===== config.mk =====
export PLATFORM = sky130hd
export DESIGN_NAME = rrarbiter_ctrl
export DESIGN_NICKNAME = d
export VERILOG_FILES = /design/src/rtl/rrarbiter_ctrl.sv
export SDC_FILE = /design/constraint.sdc
export NUM_CORES = 1
export LEC_CHECK = 0
export ABC_AREA = 0
export CELL_PAD_IN_SITES_DETAIL_PLACEMENT = 0
export CELL_PAD_IN_SITES_GLOBAL_PLACEMENT = 1
export CORE_ASPECT_RATIO = 0.6
export CORE_MARGIN = 8
export CORE_UTILIZATION = 43
export CTS_CLUSTER_SIZE = 14
export DETAILED_ROUTE_END_ITERATION = 10
export GPL_TIMING_DRIVEN = 0
export PLACE_DENSITY = 0.86
export SLEW_MARGIN = 10
export SYNTH_ARGS = -nofsm -noshare
export SYNTH_HDL_FRONTEND = slang
export SYNTH_SLANG_ARGS = --single-unit

===== constraint.sdc =====
create_clock -name clk -period 4.2 [get_ports clk]
set_clock_uncertainty 0.15 [all_clocks]
set_input_delay 0.84 -clock clk [delete_from_list [all_inputs] [get_ports clk]]
set_output_delay 0.84 -clock clk [all_outputs]
set_load 0.01 [all_outputs]

===== src/rtl/rrarbiter_ctrl.sv =====
// Round-robin arbiter with a rotating one-hot priority pointer and a held grant
// for multi-beat transfers; release and re-grant happen on the same edge.
module rrarbiter_ctrl #(
    parameter int unsigned N        = 4,
    parameter int unsigned MAX_HOLD = 16,
    localparam int unsigned IW      = $clog2(N),
    localparam int unsigned HW      = $clog2(MAX_HOLD + 1)
) (
    input  logic          clk,
    input  logic          rst_n,
    input  logic [N-1:0]  req,
    input  logic          out_ready,
    input  logic          out_last,
    output logic [N-1:0]  gnt,
    output logic          gnt_valid,
    output logic [IW-1:0] gnt_idx,
    output logic [N-1:0]  prio,
    output logic          timeout
);

    typedef enum logic [0:0] {StIdle, StBusy} state_e;

    state_e        state_q, state_d;
    logic [N-1:0]  gnt_q, gnt_d;
    logic [N-1:0]  prio_q, prio_d;
    logic [HW-1:0] hold_q, hold_d;
    logic          timeout_q, timeout_d;
    logic          gnt_valid_q;
    logic [IW-1:0] gnt_idx_q;

    logic          rel_a, rel_b, rel_c;
    logic [N-1:0]  prio_rot;
    logic [N-1:0]  arb_req;
    logic [N-1:0]  winner_idle, winner_rel;

    // Circular search starting at the set bit of p, wrapping N-1 -> 0.
    function automatic logic [N-1:0] arb_pick(input logic [N-1:0] r, input logic [N-1:0] p);
        logic [N-1:0] pick;
        logic         found;
        int           base;
        int           j;
        pick  = '0;
        found = 1'b0;
        base  = 0;
        for (int i = 0; i < N; i++) begin
            if (p[i]) base = i;
        end
        for (int k = 0; k < N; k++) begin
            j = (base + k) % N;
            if (!found && r[j]) begin
                pick[j] = 1'b1;
                found   = 1'b1;
            end
        end
        return pick;
    endfunction

    function automatic logic [IW-1:0] onehot_enc(input logic [N-1:0] v);
        logic [IW-1:0] idx;
        idx = '0;
        for (int i = 0; i < N; i++) begin
            if (v[i]) idx = IW'(i);
        end
        return idx;
    endfunction

    always_comb begin
        rel_a    = out_ready && out_last;
        rel_b    = ~|(req & gnt_q);
        rel_c    = (hold_q == HW'(MAX_HOLD - 1));
        prio_rot = {gnt_q[N-2:0], gnt_q[N-1]};
        // Withdrawal masks the releaser; a simultaneous normal release does not.
        arb_req     = (rel_b && !rel_a) ? (req & ~gnt_q) : req;
        winner_idle = arb_pick(req, prio_q);
        winner_rel  = arb_pick(arb_req, prio_rot);
    end

    always_comb begin
        state_d   = state_q;
        gnt_d     = gnt_q;
        prio_d    = prio_q;
        hold_d    = hold_q;
        timeout_d = 1'b0;
        case (state_q)
            StIdle: begin
                if (|req) begin
                    gnt_d   = winner_idle;
                    hold_d  = '0;
                    state_d = StBusy;
                end
            end
            StBusy: begin
                if (rel_a || rel_b || rel_c) begin
                    prio_d    = prio_rot;
                    timeout_d = !rel_a && !rel_b;
                    gnt_d     = winner_rel;
                    hold_d    = '0;
                    state_d   = (|winner_rel) ? StBusy : StIdle;
                end else begin
                    hold_d = hold_q + HW'(1);
                end
            end
            default: begin
                state_d = StIdle;
                gnt_d   = '0;
            end
        endcase
    end

    always_ff @(posedge clk or negedge rst_n) begin
        if (!rst_n) begin
            state_q     <= StIdle;
            gnt_q       <= '0;
            prio_q      <= N'(1);
            hold_q      <= '0;
            timeout_q   <= 1'b0;
            gnt_valid_q <= 1'b0;
            gnt_idx_q   <= '0;
        end else begin
            state_q     <= state_d;
            gnt_q       <= gnt_d;
            prio_q      <= prio_d;
            hold_q      <= hold_d;
            timeout_q   <= timeout_d;
            gnt_valid_q <= |gnt_d;
            gnt_idx_q   <= onehot_enc(gnt_d);
        end
    end

    assign gnt       = gnt_q;
    assign gnt_valid = gnt_valid_q;
    assign gnt_idx   = gnt_idx_q;
    assign prio      = prio_q;
    assign timeout   = timeout_q;

endmodule


After elaboration in Yosys (flattened, before gate mapping)
Cells that the tools add are included.
{"block": "totals", "memories": 0, "output_inout_bits": 12, "latchBits": 0, "rom_bits": 0, "word_cells": 142, "ram_bits": 0, "ff_bits": 18}
{"block": "op_classes", "bitwise": 10, "order_cmp": 16, "n_div": 0, "addsub": 7, "eq_ne": 2, "reduce_logical": 32, "muxes": 68, "shift": 0, "n_mul": 0}
{"operator": "$mux 4", "count": 11}
{"operator": "$mux 1", "count": 30}
{"operator": "$lt 2x3->1 const B", "count": 8}
{"operator": "$or 4x4->4", "count": 6}
{"operator": "$logic_and 1x1->1", "count": 17}
{"operator": "$bmux 1 s2", "count": 8}
{"operator": "$demux 1 s2", "count": 8}
{"operator": "$ge 2x1->1 const B", "count": 8}
{"operator": "$reduce_or 4->1", "count": 4}
{"operator": "$mux 2", "count": 6}
{"operator": "$mux 5", "count": 2}
{"operator": "$pmux 5 s2", "count": 1}
{"operator": "$add 2x2->2 const B", "count": 4}
{"operator": "$and 4x4->4", "count": 2}
{"operator": "$logic_not 1->1", "count": 8}
{"operator": "$pmux 4 s2", "count": 1}
{"operator": "$add 5x1->5 const B", "count": 1}
{"operator": "$eq 5x4->1 const B", "count": 1}
{"operator": "$add 2x1->2 const B", "count": 2}
{"operator": "$not 4->4", "count": 1}
{"operator": "$logic_or 1x1->1", "count": 2}
{"operator": "$ne 2x2->1 const B", "count": 1}
{"operator": "$pmux 1 s2", "count": 1}
{"operator": "$reduce_and 2->1", "count": 1}
{"operator": "$not 1->1", "count": 1}

Logic depth before layout (Yosys ltp)
{"block": "logic_depth", "ltp_word": 22, "mapped_depth": 11, "depth_no_buf": 11}

Worst setup path before layout
No wires, ideal clock.
{"block": "synth_timing", "path_kind": "register -> register", "startpoint": "register prio_q[1] (netlist: prio[1])", "endpoint": "register gnt_valid_q (netlist: gnt_valid)", "path_slack_ns": 1.092, "path_stages_with_launch": 11, "t_arrival_ns": 2.811, "path_cell_list": "dfrtp_1 > nor2b_1 > or2_2 > clkbuf_1 > ha_1 > a2111oi_0 > a211oi_1 > and3_1 > a221o_1 > a211oi_2 > nand4b_1"}
{"block": "synth_via", "elab_chain_cells": 18, "word_cells_on_any_way": 53}
{"element": "start, declared", "line": "25", "source": "logic [N-1:0] prio_q, prio_d;"}
{"element": "start signal, assigned", "line": "122", "source": "prio_q <= prio_d;"}
{"element": "$mux 1 *", "line": "46", "source": "if (p[i]) base = i;"}
{"element": "$mux 2 * (2 in a row)", "line": "46"}
{"element": "parallel branches: the longest is 11 deep, another holds $lt 2x3->1"}
{"element": "$mux 4 *", "line": "50", "source": "if (!found && r[j]) begin"}
{"element": "$mux 4 *", "line": "86", "source": "if (|req) begin"}
{"element": "$pmux 4 s2 *", "line": "84", "source": "case (state_q)"}
{"element": "$reduce_or 4->1 *", "line": "125", "source": "gnt_valid_q <= |gnt_d;"}
{"element": "end signal, assigned", "line": "125"}
{"element": "end, declared", "line": "28", "source": "logic gnt_valid_q;"}
Mark *: on every way between the ends. The select of a mux whose other input is x is not followed.
A chain may end at the register's enable or synchronous reset.

Worst setup path after layout
{"block": "layout_timing", "startpoint": "input port req[1]", "endpoint": "register gnt_idx_q[0] (netlist: gnt_idx[0])"}
{"block": "layout_via", "word_cells_on_any_way": 63}
{"element": "start, declared", "line": "11", "source": "input logic [N-1:0] req,"}
{"element": "$and 4x4->4", "line": "69", "source": "rel_b = ~|(req & gnt_q);"}
{"element": "$reduce_or 4->1", "line": "69"}
{"element": "$logic_not 1->1", "line": "69"}
{"element": "$logic_and 1x1->1", "line": "73", "source": "arb_req = (rel_b && !rel_a) ? (req & ~gnt_q) : req;"}
{"element": "$mux 4", "line": "73"}
{"element": "$bmux 1 s2", "line": "50"}
{"element": "$mux 1 (not written as such)", "line": "50"}
{"element": "$mux 1", "line": "50"}
{"element": "[5 not listed]"}
{"element": "$mux 1", "line": "50"}
{"element": "$logic_not 1->1", "line": "50"}
{"element": "$logic_and 1x1->1", "line": "50"}
{"element": "$mux 4", "line": "50"}
{"element": "$mux 4", "line": "93", "source": "if (rel_a || rel_b || rel_c) begin"}
{"element": "$pmux 4 s2 *", "line": "84"}
{"element": "named net gnt_d[2]", "line": "24", "source": "logic [N-1:0] gnt_q, gnt_d;"}
{"element": "$mux 2 * (2 in a row)", "line": "62", "source": "if (v[i]) idx = IW'(i);"}
{"element": "end signal, assigned", "line": "126", "source": "gnt_idx_q <= onehot_enc(gnt_d);"}
{"element": "end, declared", "line": "29", "source": "logic [IW-1:0] gnt_idx_q;"}
The timed path passes the listed nets; every way through them passes the cells marked *. The select of a mux whose other input is x is not followed.

==> results.toml <==
[placed_design]
numPortBuffers = 19
gp_congestion = 0.912
hpwl_um = 3710
postPlaceCellArea_mm2 = 0.00193
place_ws_ns = 0.261

[global_route]
grt-ovfl-total = 0
grt_pass1_vias = 1480
grt_use_total_pct = 14.7
grt_pass1_wl_um = 7600
grt_start_max_net_pins = 19
antenna_found_initial = 0

[setup_path]
cp_data_arrival_time_ns = 3.76
worstSetupPathType = "input pin to register"
r2r-end = "gnt_valid"
cp-startpoint = "req[1]"
crit_fanout = 10
critPathLaunchType = "input pin"
worstSetupEndpointType = "register"
ff2ff_path_depth = 10
reg2reg_from = "prio[1]"
cp.required_ns = 4.16
rrSetupSlack_ns = 0.65

[clock_tree]
htreeDepth = 1
path_clk_slew_ns = 0.07
cts_inserted_buffers = 3
clockBufferDepth = 2
cts_hold_buffers = 0
cts_tree = "done"
clock-root-buffer = "clkbuf_8"
cts.sinks = 18
cts_resized = 0
clk_latency_ns = 0.26
cts_setup_buffers = 0

[hold_path]
min_to = "hold_q[3]"
min_path_cells = 1
holdCritStartpoint = "hold_q[3]"
hold_class = "register to register"

[power]
ir_drop_mv = 0.365
power_density_mw_per_mm2 = 773
leakage_uw = 0.000832

[sta]
finalSetupTns_ns = 0
max-slew-margin-rel_pct = 46.0
hold_slack_ns = 0.325
finalMaxSlewViolations = 0
finalWorstSetupSlack_ns = 0.407
period_minus_slack_ns = 3.79
clock.fmax_ghz = 0.264
worstMarginPinSlew_ns = 0.808
rsz0062_at_grt = "false"
hold_viol = 0
setup_viol = 0
finalCritPeriodShare_pct = 90.3

[logic_synthesis]
synth_top_cell_by_area = "dfrtp_1"
async_flop_share_pct = 100
ys_types = 58
yosys_warnings = 0
postSynthCellCount = 190
synth_seq_cells = 18
netlist.area_leader.share_pct = 25.3
syn_nets = 213
syn_area_mm2 = 0.00168
ys.flop_type = "dfrtp_1"
synth-edff-count = 0
ys_seq_area_share_pct = 26.9
synthTopCellsByArea = "dfrtp_1 (25%), ha_1 (11%), o21ai_0 (3.6%)"
avgSynthCellArea_um2 = 8.84

[floorplanning]
fp.dieH_um = 64.4
rows = 17
io_pins = 20
core_mm2 = 0.00370
start_util_pct = 45.4
die_x_um = 96.7
die-area_mm2 = 0.00623

[drt]
vias = 1615
wirelength_um = 4690
drc = 0
drtPass1Iterations = 4
vias_per_cell = 6.21
ant_nets = 0
wl_per_cell_um = 18.0
drt-initial-drc-count = 165

[layout]
stdcell_area_mm2 = 0.00198
nets = 237
drive_gt1_share_pct = 15.0
area_growth_syn_to_layout_pct = 18.1
num_antenna_cells = 0

[status]
outcome = "finished, final reports clean"

[job]
drv_cap = 0
## per-layer routing
metal,routed length (µm),part of all wire (%),track usage [%],vias to the layer above
li1,-,-,-,770
met1,2340,50,21.8,766
met2,1870,40,20.9,75
met3,442,9.4,3.39,4
met4,40,0.85,2.86,0
met5,0,0,0,-
## flip-flops by register name, indices dropped and copies added, names as in the netlist
name and flops:
gnt 4, gnt_idx 2, gnt_valid 1, hold_q 5, prio 4, state_q 1, timeout 1
## placed cells by master, fill, tap and decap left out, types with 5 or more instances in the layout
master / count
nand2_1: 15
nor2_1: 7
ha_1: 15
inv_1: 12
nand2b_1: 7
dfrtp_1: 17
o21ai_0: 12
and3_1: 5
mux2_2: 5
a22o_1: 6
clkbuf_1: 5
clkdlybuf4s50_1: 19
## worst max path at each step
| stage | to | depth (start not counted) | slack, ns |
|---|---|---|---|
| 2_1_floorplan | gnt_valid | 10 | 1.09 |
| 3_3_place_gp | gnt_idx[0] | 8 | 0.30 |
| 3_5_place_dp | gnt_valid | 9 | 0.26 |
| 4_1_cts | gnt_idx[0] | 8 | 0.52 |
| 5_1_grt | gnt_idx[0] | 8 | 0.21 |
| 6_report | gnt_idx[0] | 8 | 0.41 |
## cell usage after synthesis (3+ instances only)
library cell / instances
mux2_2: 5
o21ai_0: 12
and2_1: 3
nand2_1: 15
nor4_1: 3
mux2i_1: 4
nand2b_1: 7
a31oi_1: 4
nand3_1: 3
a21oi_1: 3
dfrtp_1: 17
ha_1: 15
inv_1: 12
inv_2: 3
a22o_1: 6
nor2b_1: 4
and3_1: 5
clkbuf_1: 5
nor2_1: 7
buf_2: 3
o31ai_1: 3
## area by class of cell
cell class,instances,area [µm²]
buffer,8,33.8
clock buffer,4,55.1
fill,364,1720
inverter,15,56.3
multi-input combinational,149,1140
sequential,18,452
tap,47,58.8
timing repair buffer,19,190
## critical path, stage by stage
cell and delay (ns):
clkdlybuf4s50_1 0.54, clkbuf_1 0.40, a22o_1 0.22, o21ai_0 0.17, o21ai_1 0.65, a311oi_1 0.17
a222oi_1 0.59, o21ai_0 0.17
## power breakdown
part,switching [µW],internal (µW)
registers,60.4,240
clock network,60.0,83.3
logic,622,468
## cell families after synthesis
group                    after synthesis  synth area share (%)
AO/OA/AOI/OAI                         61                  28.4
multiplexers                          10                  7.07
buffers and inverters                 23                  5.36
adder cells (fa/ha/maj)               15                  11.2
AND/OR/NAND/NOR                       63                  21.1
flip-flops                            18                  26.9
## stage by stage
| stage | power, µW | std cells | utilization, % |
|---|---|---|---|
| 2_1_floorplan | 1060 | 190 | - |
| 3_3_place_gp | 1350 | 256 | 52.1 |
| 3_5_place_dp | 1380 | 256 | 52.1 |
| 4_1_cts | 1520 | 260 | 53.6 |
| 5_1_grt | 1660 | 260 | 53.6 |
| 6_report | 1530 | 260 | 53.6 |
Power figures use the tool's default switching activity.
